### config.mk
export PLATFORM = sky130hd
export DESIGN_NAME = if_stage
export DESIGN_NICKNAME = d
export VERILOG_FILES = /design/src/rtl/if_stage.sv
export SDC_FILE = /design/constraint.sdc
export NUM_CORES = 1
export LEC_CHECK = 0
export CELL_PAD_IN_SITES_DETAIL_PLACEMENT = 0
export CELL_PAD_IN_SITES_GLOBAL_PLACEMENT = 1
export CORE_ASPECT_RATIO = 1.1
export CORE_MARGIN = 1.5
export CORE_UTILIZATION = 51
export CTS_CLUSTER_DIAMETER = 100
export DETAILED_ROUTE_END_ITERATION = 10
export DONT_BUFFER_PORTS = 1
export GPL_TIMING_DRIVEN = 0
export PLACE_DENSITY = 0.91
export SYNTH_ARGS = -nofsm -noshare
export SYNTH_HDL_FRONTEND = slang
export SYNTH_SLANG_ARGS = --single-unit
### constraint.sdc
create_clock -name clk -period 4.02 [get_ports clk]
set_input_delay 0.201 -clock clk [delete_from_list [all_inputs] [get_ports clk]]
set_output_delay 0.201 -clock clk [all_outputs]
set_load 0.05 [all_outputs]
### src/rtl/if_stage.sv
// if_stage: instruction fetch with variable-latency I-cache, redirect drain and one-entry skid buffer
module if_stage #(
  parameter int PC_W = 16,
  parameter int INSTR_W = 32,
  parameter logic [PC_W-1:0] RESET_PC = '0
) (
  input  logic               clk,
  input  logic               rst,
  output logic               icache_req,
  output logic [PC_W-1:0]    icache_addr,
  input  logic               icache_ready,
  input  logic [INSTR_W-1:0] icache_data,
  input  logic               pc_source,
  input  logic               redirect_valid,
  input  logic [PC_W-1:0]    target_pc,
  input  logic               id_stall,
  output logic               if_valid,
  output logic [INSTR_W-1:0] if_instr,
  output logic [PC_W-1:0]    if_pc,
  output logic [6:0]         opcode
);
  typedef enum logic [1:0] {IDLE, FETCH, DRAIN, HOLD} state_t;
  state_t state;
  logic [PC_W-1:0] pc, pend, skid_pc;
  logic [INSTR_W-1:0] skid_instr;
  logic redir, accept;
  assign redir = redirect_valid && !pc_source && !id_stall;
  assign accept = icache_req && icache_ready;
  assign icache_req = state == FETCH || state == DRAIN;
  assign icache_addr = pc;
  assign opcode = if_instr[INSTR_W-1 -: 7];
  always_ff @(posedge clk or posedge rst) begin
    if (rst) begin
      state <= IDLE;
      pc <= RESET_PC;
      pend <= '0;
      skid_pc <= '0;
      skid_instr <= '0;
      if_valid <= 1'b0;
      if_instr <= '0;
      if_pc <= '0;
    end else begin
      // default bubble whenever ID advances; overridden below on delivery
      if (!id_stall) if_valid <= 1'b0;
      case (state)
        IDLE: state <= FETCH;
        FETCH: begin
          if (accept && redir) pc <= target_pc;
          else if (accept) begin
            pc <= pc + PC_W'(1);
            if (!id_stall || !if_valid) begin
              if_valid <= 1'b1;
              if_instr <= icache_data;
              if_pc <= pc;
            end else begin
              skid_instr <= icache_data;
              skid_pc <= pc;
              state <= HOLD;
            end
          end else if (redir) begin
            pend <= target_pc;
            state <= DRAIN;
          end
        end
        DRAIN: begin
          if (redir) pend <= target_pc;
          if (accept) begin
            pc <= redir ? target_pc : pend;
            state <= FETCH;
          end
        end
        HOLD: begin
          if (redir) begin
            pc <= target_pc;
            state <= FETCH;
          end else if (!id_stall) begin
            if_valid <= 1'b1;
            if_instr <= skid_instr;
            if_pc <= skid_pc;
            state <= FETCH;
          end
        end
        default: state <= IDLE;
      endcase
    end
  end
endmodule
Word-level counts from Yosys, hierarchy flattened
Index checks and enable logic that the tools add are counted.
{ "totals": {"wordCells": 80, "in_bits": 54, "regBits": 131, "output_inout_bits": 73} }
{ "op_classes": {"bitwise": 2, "n_reduce_logical": 18, "addsub": 1, "n_eq_ne": 15, "mux": 36} }
{ "ops": {"columns": ["op", "count"], "rows": [
  ["$mux 16", 12],
  ["$mux 32", 5],
  ["$pmux 16 s2", 2],
  ["$pmux 32 s2", 1],
  ["$pmux 16 s3", 1],
  ["$add 16x1->16 const B", 1],
  ["$mux 2", 7],
  ["$ne 2x2->1 const B", 7],
  ["$ne 3x3->1 const B", 3],
  ["$pmux 2 s4", 1],
  ["$reduce_and 4->1", 2],
  ["$mux 1", 6],
  ["$reduce_and 6->1", 1],
  ["$reduce_and 5->1", 1],
  ["$eq 2x2->1 const B", 2],
  ["$logic_and 1x1->1", 4],
  ["$reduce_bool 2->1", 2],
  ["$logic_not 1->1", 3],
  ["$ne 3x2->1 const B", 1],
  ["$reduce_and 3->1", 1],
  ["$reduce_bool 3->1", 1],
  ["$eq 2x1->1 const B", 1],
  ["$logic_not 2->1", 1],
  ["$logic_or 1x1->1", 2],
  ["other kinds (3)", 4]
]} }

Longest topological paths before layout
{ "depth": {"ltp_word": 7, "mapped_depth": 9, "ltp_nobuf": 7} }

Worst setup path before layout
OpenSTA, ideal clock, no wires.
{ "synth_timing": {"kind": "flip-flop to flip-flop", "start": "register state[0]", "end": "register if_instr[31]", "arrival_time_ns": 2.213, "slack_ns": 1.680, "t_required_ns": 3.892, "setup_time_ns": 0.128, "path_buffers": 3, "stages_incl_launch_ff": 9, "synth_period_minus_slack_ns": 2.340, "path_cell_list": "dfrtp_1 > inv_1 > ha_1 > and2_1 > buf_2 > a31oi_1 > buf_4 > buf_6 > mux2_1"} }
{ "synth_between": {"elab_chain_len": 6, "elab_cells_between_ends": 14, "cone_classes": "eq/ne: 8; mux: 1; reduce/logical: 5"} }
{ "synth_lines": {"columns": ["element", "line_no", "text"], "rows": [
  ["start, declared", "23", "state_t state;"],
  ["start signal, assigned", "34", "state <= IDLE;"],
  ["start signal, assigned", "46", "IDLE: state <= FETCH;"],
  ["start signal, assigned", "58", "state <= HOLD;"],
  ["$eq 2x1->1 / $eq 2x2->1 (equally long branches)", "29", "assign icache_req = state == FETCH || state == DRAIN;"],
  ["$logic_or 1x1->1 *", "29", null],
  ["via icache_req", "9", "output logic icache_req,"],
  ["$logic_and 1x1->1 *", "28", "assign accept = icache_req && icache_ready;"],
  ["$logic_and 1x1->1", "48", "if (accept && redir) pc <= target_pc;"],
  ["$ne 2x2->1 (no line)", null, null],
  ["$reduce_and 6->1 (no line) *", null, null],
  ["end signal, assigned", "53", "if_instr <= icache_data;"],
  ["end signal, assigned", "78", "if_instr <= skid_instr;"],
  ["end, declared", "18", "output logic [INSTR_W-1:0] if_instr,"]
]} }
The timed path passes the listed nets; every way through them passes the cells marked *.
A chain may end at the register's enable or synchronous reset.

Worst setup path in the final report
{ "layout_timing": {"start": "register state[0]", "end": "register if_instr[2]"} }
The elaborated chain is that of the path after synthesis.

==> results.cfg <==
[cells_and_area]
final_core_occ_pct = 62.47
area_of_all_placed_cells_without_fillers_um2 = 7831
antenna-diode-count = 0
final_net_count = 654
share_of_final_layout_standard_cells_stronger_than_drive_strength_1_pct = 35.53
final_common_cell = sky130_fd_sc_hd__mux2_2
area_growth_syn_to_layout_pct = 20.09
layout_common_cells = sky130_fd_sc_hd__mux2_2, sky130_fd_sc_hd__dfrtp_1, sky130_fd_sc_hd__dlygate4sd3_1, sky130_fd_sc_hd__nor2_1, sky130_fd_sc_hd__nand2_1

[run_status]
run_status = complete, no violations

[routing]
wl_per_cell_um = 20.75
route.antenna.remaining_nets = 0
dr.pass1.iters = 5
drt_iter0_drc = 239
detailroute.via_count = 4515
remaining_drc_errors = 0
wl_um = 15870
detail_route.vias_per_cell = 5.902

[die]
placementRows = 43
design.portCount = 127
floorplan.initialDensity_pct = 52.02
die_width_um = 110.8
fp.coreArea_um2 = 12540
die_h_um = 121.6
die_area_um2 = 13480

[global_routing]
grt_max_degree = 80
grt_util_all_layers_pct = 24.63
vias_in_the_first_global_route = 4926
antenna_found_initial = 0
global_route.overflow_total = 0
grt_first_pass_wirelength_um = 25740

[critical_path]
required_ns = 4.32
category_of_the_worst_setup_path_launch_point = register
arrival_ns = 3.13
end_point_of_the_critical_path = if_instr[2]
setup.worst_path.end_class = register
ff2ff_path_depth = 8
worst_path_fanout_max = 10
rr_startpoint = state[0]
r2r_setup_slack_ns = 1.19
critical_r2r_capture = if_instr[2]
worstSetupPathType = reg -> reg
crit_start = state[0]

[clock_tree]
clock_tree.buffer_depth = 2
clk-insertion-delay-late_ns = 0.42
clkTransAtPathRegs_ns = 0.05
numCtsBuffers = 17
h-tree-depth = 4
ctsRootBufferMaster = sky130_fd_sc_hd__clkbuf_16
tritoncts_num_sinks = 131
cts_tree = yes

[power_and_ir_drop]
power_density_cells_nw_per_um2 = 1007
p_leak_nw = 3.356
vdd.ir_drop.worst_v = 0.0005805

[timing]
min_period_ns = 2.833
final.period_utilization_pct = 70.47
rsz0062_at_grt = no
tightest_slew_ns = 0.7492
timing.slew.headroom_pct = 50.05
fmax_mhz = 353.0
timing.final.hold_violations = 0
timing.final.setup_violations = 0
fin_skew_ns = 0.01504
whs_ns = 0.03314
final-max-slew-violation-count = 0

[synth]
postSynthNetCount = 585
synth.avg_cell_area_um2 = 12.40
yosysSeqAreaShare_pct = 50.27
synthCells = 526
synth-seq-cells = 131
synthesis.yosys.warnings = 0
synth_area_um2 = 6521
netlist-cell-type-count = 55
synth_edf_count = 0
ys_dominant_reg_cell = sky130_fd_sc_hd__dfrtp_1
synthArstFlopShare_pct = 100.0

[flow_run]
max-cap-violations = 0

[place]
dp.final_hpwl_um = 10560
place.port_buffers = 0
gp_congestion = 0.8358
placed_area_um2 = 6750

[worst_hold_path]
min_delay_path_depth = 2
hold_path.class = in -> reg
state kept, by name (all words and copies together) (netlist names):
| name | count |
|---|---|
| skid_pc | 16 |
| skid_instr | 32 |
| pend | 16 |
| if_valid | 1 |
| state | 2 |
| if_instr | 32 |
| icache_addr | 16 |
| if_pc | 16 |
layer usage:
metal  routed length [um]  vias up  track usage [%]
met2                 8047      178            41.63
met3                 1280       30            7.761
met5                    0        -                0
met1                 6131     2254            28.75
li1                     -     2053                -
met4                  415        0            11.78
worst min-delay path by stage:
stage,start,endpoint,slack (ns)
floorplan,icache_data[10],skid_instr[10],0.35
CTS,icache_data[3],if_instr[3],0.03
global route,icache_data[1],if_instr[1],0.04
finish,icache_data[3],if_instr[3],0.03
global placement,icache_data[22],skid_instr[22],0.35
detailed placement,rst,if_instr[30],0.13
synthesized netlist by cell type, types with 2 or more instances:
| cell type | n | area share, % |
|---|---|---|
| sky130_fd_sc_hd__buf_6 | 5 | 0.86 |
| sky130_fd_sc_hd__clkbuf_1 | 9 | 0.52 |
| sky130_fd_sc_hd__o221ai_1 | 3 | 0.40 |
| sky130_fd_sc_hd__buf_1 | 4 | 0.23 |
| sky130_fd_sc_hd__nand4_1 | 4 | 0.38 |
| sky130_fd_sc_hd__nor4_1 | 3 | 0.29 |
| sky130_fd_sc_hd__nor2_1 | 27 | 1.6 |
| sky130_fd_sc_hd__a21oi_2 | 2 | 0.27 |
| sky130_fd_sc_hd__o211ai_1 | 3 | 0.35 |
| sky130_fd_sc_hd__mux2_1 | 20 | 3.5 |
| sky130_fd_sc_hd__nand2b_1 | 2 | 0.19 |
| sky130_fd_sc_hd__mux2i_1 | 2 | 0.31 |
| sky130_fd_sc_hd__or2_2 | 2 | 0.19 |
| sky130_fd_sc_hd__o32a_1 | 4 | 0.61 |
| sky130_fd_sc_hd__mux2_2 | 140 | 24 |
| sky130_fd_sc_hd__xor2_1 | 3 | 0.40 |
| sky130_fd_sc_hd__buf_4 | 10 | 1.2 |
| sky130_fd_sc_hd__a32oi_1 | 2 | 0.27 |
| sky130_fd_sc_hd__nand3_1 | 9 | 0.69 |
| sky130_fd_sc_hd__nand2_1 | 21 | 1.2 |
| sky130_fd_sc_hd__a2bb2oi_1 | 4 | 0.54 |
| sky130_fd_sc_hd__a21oi_1 | 16 | 1.2 |
| sky130_fd_sc_hd__a211oi_1 | 2 | 0.23 |
| sky130_fd_sc_hd__buf_2 | 16 | 1.2 |
| sky130_fd_sc_hd__ha_1 | 5 | 0.96 |
| sky130_fd_sc_hd__o21ai_0 | 14 | 1.1 |
| sky130_fd_sc_hd__o21ai_1 | 2 | 0.15 |
| sky130_fd_sc_hd__a211o_1 | 3 | 0.40 |
| sky130_fd_sc_hd__nor3_1 | 19 | 1.5 |
| sky130_fd_sc_hd__xnor2_1 | 3 | 0.40 |
| sky130_fd_sc_hd__inv_1 | 6 | 0.35 |
| sky130_fd_sc_hd__a31oi_1 | 7 | 0.67 |
| sky130_fd_sc_hd__o221a_2 | 2 | 0.35 |
| sky130_fd_sc_hd__dfrtp_1 | 131 | 50 |
critical path: stages, from the launching register on:
cell and delay, ns:
sky130_fd_sc_hd__dfrtp_1 0.40, sky130_fd_sc_hd__inv_1 0.10, sky130_fd_sc_hd__ha_1 0.55, sky130_fd_sc_hd__and2_1 0.27, sky130_fd_sc_hd__buf_2 0.16, sky130_fd_sc_hd__a31oi_1 0.41
sky130_fd_sc_hd__buf_4 0.30, sky130_fd_sc_hd__buf_6 0.19, sky130_fd_sc_hd__mux2_1 0.34
metrics by stage:
stage                     instances  TNS (ns)  power [W]  setup WS (ns)
final                           765         0   0.007883          1.187
after global routing            765         0   0.008287          1.071
after CTS                       765         0   0.007903          1.141
after detailed placement        684         0   0.006302          1.138
after global placement          683   -113.11   0.006161        -0.8696
after floorplan                 526         0   0.005663         0.3213
report_power, final:
group | internal [W] | switching, W
clock | 0.000977 | 0.000567
sequential | 0.00196 | 0.00165
combinational | 0.00138 | 0.00136
layout make-up:
cell class              instances  area [um^2]
plain buffers                  44        260.3
clock buffers                  24        491.7
clock inverters                 8        98.84
fillers                       976         4705
inverters                       6        27.53
multi-input cells             345         2960
flip-flops and latches        131         3278
well taps                     157        196.4
repair buffers                 50        518.0
cells by family (layout without fill, tap and decap cells):
logic type               count (synthesis)  in the layout  share of synthesized area (%)
AND/OR/NAND/NOR                         97             97                          7.598
buffers and inverters                   50            132                          4.336
adder cells (fa/ha/maj)                  5              5                         0.9593
multiplexers                           162            162                          27.94
AO/OA/AOI/OAI                           75             75                          8.097
XOR/XNOR                                 6              6                         0.8060
flip-flops                             131            131                          50.27
repair_timing:
action,4_1_cts,5_1_grt
setup buffers,0,0
resized for setup,0,0
hold endpoints to repair,100,0
hold buffers,49,0
(Power assumes the default switching activity.)
